$ cat src/rtl/blaster_cmd_decoder.sv
// blaster_cmd_decoder
// Decodes the USB-Blaster style byte stream coming from a UART receiver.
// Each byte is one of two things. A bit-bang byte drives TCK/TMS/TDI directly
// and can optionally read TDO back. A shift header is followed by N data bytes
// that are clocked out LSB first on TDI; TDO can be captured and returned.
// Responses go out through a one-entry valid/ready holding register.
module blaster_cmd_decoder #(
  parameter int TCK_HALF = 4
) (
  input  logic       i_Clock,
  input  logic       reset,
  input  logic       i_rdy,
  input  logic [7:0] i_byte,
  input  logic       i_tdo,
  output logic       o_tck,
  output logic       o_tms,
  output logic       o_tdi,
  output logic       o_tx_valid,
  output logic [7:0] o_tx_byte,
  input  logic       i_tx_ready,
  output logic       o_busy,
  output logic       o_err
);

  // The cycle counter runs 0..TCK_HALF-1 inside each TCK half-period.
  localparam int CNT_W = $clog2(TCK_HALF + 1);
  localparam logic [CNT_W-1:0] CNT_LAST = CNT_W'(TCK_HALF - 1);
  localparam logic [CNT_W-1:0] CNT_ONE  = CNT_W'(1);

  typedef enum logic [1:0] {
    IDLE       = 2'd0,
    SHIFT_WAIT = 2'd1,
    SHIFT_LOW  = 2'd2,
    SHIFT_HIGH = 2'd3
  } state_t;

  state_t           state_reg, state_next;
  logic             tdo_meta_reg, tdo_sync_reg;
  logic             tck_reg, tck_next;
  logic             tms_reg, tms_next;
  logic             tdi_reg, tdi_next;
  logic [5:0]       remaining_reg, remaining_next;
  logic             read_reg, read_next;
  logic [2:0]       bit_idx_reg, bit_idx_next;
  logic [CNT_W-1:0] cycle_cnt_reg, cycle_cnt_next;
  logic [7:0]       data_reg, data_next;
  logic [7:0]       cap_reg, cap_next;
  logic             tx_valid_reg, tx_valid_next;
  logic [7:0]       tx_byte_reg, tx_byte_next;
  logic             err_reg, err_next;

  // Decode-side requests into the response register.
  logic             resp_push;
  logic [7:0]       resp_value;
  logic             resp_drop;
  logic             byte_drop;
  logic             handshake;
  logic [2:0]       bit_idx_inc;

  assign o_tck      = tck_reg;
  assign o_tms      = tms_reg;
  assign o_tdi      = tdi_reg;
  assign o_tx_valid = tx_valid_reg;
  assign o_tx_byte  = tx_byte_reg;
  assign o_err      = err_reg;
  assign o_busy     = (state_reg == SHIFT_LOW) || (state_reg == SHIFT_HIGH);

  assign handshake   = tx_valid_reg && i_tx_ready;
  assign bit_idx_inc = bit_idx_reg + 3'd1;

  // Two-flop synchroniser for the asynchronous TDO pin.
  always_ff @(posedge i_Clock or posedge reset) begin
    if (reset) begin
      tdo_meta_reg <= 1'b0;
      tdo_sync_reg <= 1'b0;
    end else begin
      tdo_meta_reg <= i_tdo;
      tdo_sync_reg <= tdo_meta_reg;
    end
  end

  // State and datapath registers.
  always_ff @(posedge i_Clock or posedge reset) begin
    if (reset) begin
      state_reg     <= IDLE;
      tck_reg       <= 1'b0;
      tms_reg       <= 1'b0;
      tdi_reg       <= 1'b0;
      remaining_reg <= 6'd0;
      read_reg      <= 1'b0;
      bit_idx_reg   <= 3'd0;
      cycle_cnt_reg <= '0;
      data_reg      <= 8'd0;
      cap_reg       <= 8'd0;
      tx_valid_reg  <= 1'b0;
      tx_byte_reg   <= 8'd0;
      err_reg       <= 1'b0;
    end else begin
      state_reg     <= state_next;
      tck_reg       <= tck_next;
      tms_reg       <= tms_next;
      tdi_reg       <= tdi_next;
      remaining_reg <= remaining_next;
      read_reg      <= read_next;
      bit_idx_reg   <= bit_idx_next;
      cycle_cnt_reg <= cycle_cnt_next;
      data_reg      <= data_next;
      cap_reg       <= cap_next;
      tx_valid_reg  <= tx_valid_next;
      tx_byte_reg   <= tx_byte_next;
      err_reg       <= err_next;
    end
  end

  // Command decode and shift sequencing.
  always_comb begin
    state_next     = state_reg;
    tck_next       = tck_reg;
    tms_next       = tms_reg;
    tdi_next       = tdi_reg;
    remaining_next = remaining_reg;
    read_next      = read_reg;
    bit_idx_next   = bit_idx_reg;
    cycle_cnt_next = cycle_cnt_reg;
    data_next      = data_reg;
    cap_next       = cap_reg;
    resp_push      = 1'b0;
    resp_value     = 8'd0;
    byte_drop      = 1'b0;

    case (state_reg)
      IDLE: begin
        if (i_rdy) begin
          if (!i_byte[7]) begin
            // Bit-bang: pins follow the byte, TDO is read back when b6 is set.
            tck_next = i_byte[0];
            tms_next = i_byte[1];
            tdi_next = i_byte[4];
            if (i_byte[6]) begin
              resp_push  = 1'b1;
              resp_value = {7'b0, tdo_sync_reg};
            end
          end else if (i_byte[5:0] != 6'd0) begin
            // Shift header; a zero count is silently ignored.
            remaining_next = i_byte[5:0];
            read_next      = i_byte[6];
            state_next     = SHIFT_WAIT;
          end
        end
      end

      SHIFT_WAIT: begin
        // The next byte is payload, never a command.
        if (i_rdy) begin
          data_next      = i_byte;
          bit_idx_next   = 3'd0;
          cycle_cnt_next = '0;
          tck_next       = 1'b0;
          tdi_next       = i_byte[0];
          state_next     = SHIFT_LOW;
        end
      end

      SHIFT_LOW: begin
        byte_drop = i_rdy;
        if (cycle_cnt_reg == CNT_LAST) begin
          // TDO is sampled at the very end of the low phase, just before TCK rises.
          cap_next[bit_idx_reg] = tdo_sync_reg;
          cycle_cnt_next        = '0;
          tck_next              = 1'b1;
          state_next            = SHIFT_HIGH;
        end else begin
          cycle_cnt_next = cycle_cnt_reg + CNT_ONE;
        end
      end

      SHIFT_HIGH: begin
        byte_drop = i_rdy;
        if (cycle_cnt_reg == CNT_LAST) begin
          cycle_cnt_next = '0;
          tck_next       = 1'b0;
          if (bit_idx_reg != 3'd7) begin
            bit_idx_next = bit_idx_inc;
            tdi_next     = data_reg[bit_idx_inc];
            state_next   = SHIFT_LOW;
          end else begin
            // Byte complete: return the captured TDO bits if reading.
            if (read_reg) begin
              resp_push  = 1'b1;
              resp_value = cap_reg;
            end
            remaining_next = remaining_reg - 6'd1;
            state_next     = (remaining_reg == 6'd1) ? IDLE : SHIFT_WAIT;
          end
        end else begin
          cycle_cnt_next = cycle_cnt_reg + CNT_ONE;
        end
      end

      default: begin
        state_next = IDLE;
      end
    endcase
  end

  // One-entry response register; a push into a full, unaccepted slot is lost.
  always_comb begin
    tx_valid_next = tx_valid_reg;
    tx_byte_next  = tx_byte_reg;
    resp_drop     = 1'b0;
    if (resp_push) begin
      if (!tx_valid_reg || handshake) begin
        tx_valid_next = 1'b1;
        tx_byte_next  = resp_value;
      end else begin
        resp_drop = 1'b1;
      end
    end else if (handshake) begin
      tx_valid_next = 1'b0;
    end
    err_next = byte_drop || resp_drop;
  end

endmodule

$ cat config.mk
export PLATFORM = sky130hd
export DESIGN_NAME = blaster_cmd_decoder
export DESIGN_NICKNAME = d
export VERILOG_FILES = /design/src/rtl/blaster_cmd_decoder.sv
export SDC_FILE = /design/constraint.sdc
export NUM_CORES = 1
export LEC_CHECK = 0
export ABC_AREA = 0
export CORE_MARGIN = 2
export CORE_UTILIZATION = 55
export CTS_CLUSTER_DIAMETER = 60
export DETAILED_ROUTE_END_ITERATION = 10
export DONT_BUFFER_PORTS = 1
export PLACE_DENSITY_LB_ADDON = 0.25
export SKIP_LAST_GASP = 1
export SYNTH_ARGS = -nofsm -noshare
export SYNTH_HDL_FRONTEND = slang
export SYNTH_SLANG_ARGS = --single-unit
$ cat constraint.sdc
create_clock -name i_Clock -period 6.38 [get_ports i_Clock]
set_input_delay 0.638 -clock i_Clock [delete_from_list [all_inputs] [get_ports i_Clock]]
set_output_delay 0.638 -clock i_Clock [all_outputs]
set_load 0.05 [all_outputs]
### After elaboration in Yosys (flattened, before gate mapping)

Index checks and enable logic that the tools add are counted.

| word-level totals | value |
|---|---|
| logic and storage cells | 122 |
| input bits | 13 |
| register bits after elaboration | 46 |

| operators by class | value |
|---|---|
| add/subtract/negate cells | 3 |
| equal/unequal tests | 16 |
| reductions and logical operators | 26 |
| multiplexer cells | 58 |
| bitwise gates (word level) | 1 |
| magnitude comparators | 3 |

Operator list:

| cell | count |
|---|---|
| $mux 6 | 5 |
| $mux 1 | 28 |
| $mux 8 | 3 |
| $reduce_and 6->1 | 3 |
| $pmux 8 s2 | 1 |
| $mux 2 | 7 |
| $mux 3 | 4 |
| $ne 2x2->1 const B | 6 |
| $pmux 3 s2 | 2 |
| $pmux 6 s2 | 1 |
| $reduce_and 2->1 | 5 |
| $bwmux 8 | 1 |
| $lt 3x4->1 const B | 2 |
| $ne 2x1->1 const B | 4 |
| $pmux 2 s4 | 1 |
| $reduce_and 4->1 | 2 |
| $reduce_bool 2->1 | 4 |
| $add 3x1->3 const B | 2 |
| $eq 6x1->1 const B | 1 |
| $reduce_bool 6->1 | 1 |
| $sub 6x1->6 const B | 1 |
| $reduce_and 5->1 | 1 |
| $eq 2x2->1 const B | 2 |
| $pmux 1 s4 | 1 |
| other kinds (16) | 19 |

### Logic depth before layout (Yosys ltp)

| logic depth | value |
|---|---|
| word-level depth | 6 |
| gate-level depth with buffers | 7 |

### Worst setup path before layout

OpenSTA, ideal clock, no wires.

| timing path | value |
|---|---|
| path kind | register to register |
| from | register bit_idx_reg[0] |
| to | register tdi_reg (netlist: o_tdi) |
| required time | 6255 ps |
| data arrival time | 2058 ps |
| cell stages (with the launch flop) | 6 |
| slack | 4198 ps |
| buffers on the path | 0 |
| path through | dfrtp_1 > ha_1 > mux4_1 > mux2_2 > a221o_1 > mux2_2 |

| between the ends | value |
|---|---|
| longest elaborated chain between the ends | 6 |

RTL lines:

| item | RTL line | source |
|---|---|---|
| start, declared | 44 | `logic [2:0] bit_idx_reg, bit_idx_next;` |
| start signal, assigned | 105 | `bit_idx_reg <= bit_idx_next;` |
| $add 3x1->3 | 69 | `assign bit_idx_inc = bit_idx_reg + 3'd1;` |
| $bmux 1 s3 | 184 | `tdi_next = data_reg[bit_idx_inc];` |
| $mux 1 (implied by the code) | 184 |  |
| $mux 1 | 182 | `if (bit_idx_reg != 3'd7) begin` |
| $mux 1 | 179 | `if (cycle_cnt_reg == CNT_LAST) begin` |
| $pmux 1 s3 | 131 | `case (state_reg)` |
| end signal, assigned | 102 | `tdi_reg <= tdi_next;` |
| end, declared | 41 | `logic tdi_reg, tdi_next;` |

Parallel ways exist; a longest one is shown, timed or not. The select of a mux whose other input is x is not followed.
A chain may end at the register's enable or synchronous reset.

### Final worst setup path

| timing path | value |
|---|---|
| from | register state_reg[0] |
| to | register tx_byte_reg[0] (netlist: o_tx_byte[0]) |

| between the ends | value |
|---|---|
| longest elaborated chain between the ends | 3 |

RTL lines:

| item | RTL line | source |
|---|---|---|
| start, declared | 37 | `state_t state_reg, state_next;` |
| start signal, assigned | 99 | `state_reg <= state_next;` |
| $eq 2x2->1 or $logic_not 2->1 (tied branches) | 131 |  |
| $pmux 1 s2 | 131 |  |
| $reduce_and 2->1 (no source line) | n/a |  |
| end signal, assigned | 110 | `tx_byte_reg <= tx_byte_next;` |
| end, declared | 49 | `logic [7:0] tx_byte_reg, tx_byte_next;` |

Parallel ways exist; a longest one is shown, timed or not.

==> run metrics <==
post-synth top area share=0.480; worst-margin pin slew=roughly 0.92 ns; Mean Syn Cell Area=around 11 um^2; port bufs=0; core area=4260 um^2; worst skew pair latency=roughly 0.3 ns; Layout Nets=about 250; Placer Congestion=0.829; Clock Tree Buf Depth=2; Total Wirelength=between 4 and 5 mm; sequential element share of the synthesized area=0.480; clock transition at the registers of the reported paths=0.08 ns; post-DP HPWL=approximately 3.4 mm; Synth top cells by count=dfrtp_1, inv_1, mux2_2; vias in the first global route=1702; headroom to the max-slew limit=0.384; setup_tns=0 ns; mean routed wirelength per cell=approximately 17 um; H-tree depth=2; Synth-to-Final Area Change=5.90%; initial antenna violation count=0; cts hold-fix bufs=0; DP Worst Slack=3.87 ns; Setup Fix Bufs, Post-CTS=0; Synth area leader=dfrtp_1; worst setup margin=a little under 4 ns; Cell Pwr Density=approximately 200 nW/um^2; critical path cell sequence=ha_1 > nand2_1 > or3_1 > a21boi_2 > mux2_2; Area contributors post-synth=dfrtp_1, mux2_2, ha_1; total net switching power=108 uW; WP data arrival=around 2.7 ns; critical path required time=6.57 ns; unrepaired setup endpoints after global routing=no; EDFF count, synth=0; Cell Area, Synth=2400 um^2; total congestion overflow=0; Antenna Violating Nets Remaining=0; Final Total Pwr=just over 500 uW; # rows=24; die area=around 4900 um^2; CP Max Fanout=25; startpoint types=flop; Clock Sink Count=46; TritonCTS clock tree=done; Mapped Cells=227; Slowest Stage Delay on Critical Path=0.69 ns; Distinct cells, synth=45; root buf cell=clkbuf_8; endpoint type of the worst setup path=flop; Slew Limit Fails=0; Sw Ratio=0.209; Die Y=70.0 um; I/O pin total=27; peak supply drop=about 130 uV; vias=1703; FILL cells=around 390; Seq. cell area=1150 um^2; FF+latch count, synth=46; Inserted Diodes=0; Internal=409 uW; fraction of registers with async set or reset after synthesis=1.00; Yosys Warn Count=0; drt initial violations=134; Starting Density=0.562; max_cap viols=0; Leakage=1.10 nW; Mapped Nets=approximately 250; # setup viols final=0; status=finished clean; Multi-input gate area=roughly 1100 um^2; DR DRC count=0; CTS buffer count=5; largest net degree at the start of global routing=47; Final Core Density=0.595; post-CTS sizing=0; Layout Skew=0.00714 ns; final worst path period need=2.53 ns; layout cells sized above 1=0.154; Final Hold Viols=0; FMAX=slightly below 0.4 GHz; Setup CP Type=reg2reg; Worst path slowest cell=ha_1; first-pass GRT wire length=just over 8 mm; combinational share of power=0.027; Clk pwr share=0.396; top_reg_cell synth=dfrtp_1; Final Cycle Share=0.397; Seq pwr share=0.578; Total GRT Usage=0.209; vias per inst=6.10; most frequent cell after synthesis=dfrtp_1; drt pass-1 iters=4; tightest hold margin=0.352 ns; HP Class=reg2reg; Die X=70.0 um
## stage by stage
step	cell area, um^2	instances
after floorplan	2400	227
after CTS	2540	279
after global placement	2430	271
after detailed placement	2430	271
final	2540	279
after global routing	2540	279
## area by class of cell
type	count	share of cell area
Inverter	20	0.0296
Tap cell	52	0.0256
Sequential cell	46	0.454
Multi-Input combinational cell	153	0.448
Clock buffer	8	0.0434
## worst max-delay path, delay by kind of cell (launching register included)
family | cells | cell delay, ns
adders and majority gates | 1 | 0.69
muxes | 1 | 0.37
DFF | 1 | 0.42
AOI/OAI and AO/OA | 1 | 0.32
and+or+nand+nor | 2 | 0.62
## layer usage
metal	global-route usage	wire length, um	vias to the layer above
met1	0.272	2120	834
met5	0	0	-
met2	0.332	2320	41
li1	-	-	818
met4	0.0897	104	0
met3	0.0548	173	10
## power by group through the flow
stage                     Sequential, mW  Clock [mW]  Combinational, mW
after global placement             0.305           0             0.0141
final                              0.299       0.205             0.0138
after CTS                          0.299       0.209             0.0144
after global routing               0.300       0.218             0.0164
after detailed placement           0.305           0             0.0143
after floorplan                    0.304           0             0.0119
## final timing paths
check	from	end	slack (ns)	cells past startpoint
min in group asynchronous	reset	o_tx_byte[5]	0.41	1
min	tdo_meta_reg	tdo_sync_reg	0.35	0
max	state_reg[0]	o_tx_byte[0]	3.85	5
max reg2reg	state_reg[0]	o_tx_byte[0]	3.85	5
min reg2reg	tdo_meta_reg	tdo_sync_reg	0.35	0
max in group asynchronous	reset	remaining_reg[2]	5.38	1
## layout by cell type (no fill, tap or decap), drive strengths merged, types with 2 or more instances in the layout
master	instances
a21boi	3
a21oi	4
a22o	4
a31oi	3
clkbuf	8
dfrtp	46
ha	9
inv	20
mux2	20
mux2i	2
mux4	2
nand2	16
nand3	12
nand3b	3
nand4	3
nand4b	2
nor2	8
nor2b	9
nor3	6
nor3b	3
nor4	2
o21ai	15
o22ai	2
o31ai	3
o32a	2
or2	3
or3	2
## logic make-up after synthesis
logic type,synth area share
compound gates,0.144
fa+ha+maj,0.0470
buf+inv,0.0454
flops,0.480
mux,0.124
simple gates,0.159
No activity file was read; power rests on OpenSTA's default activity.
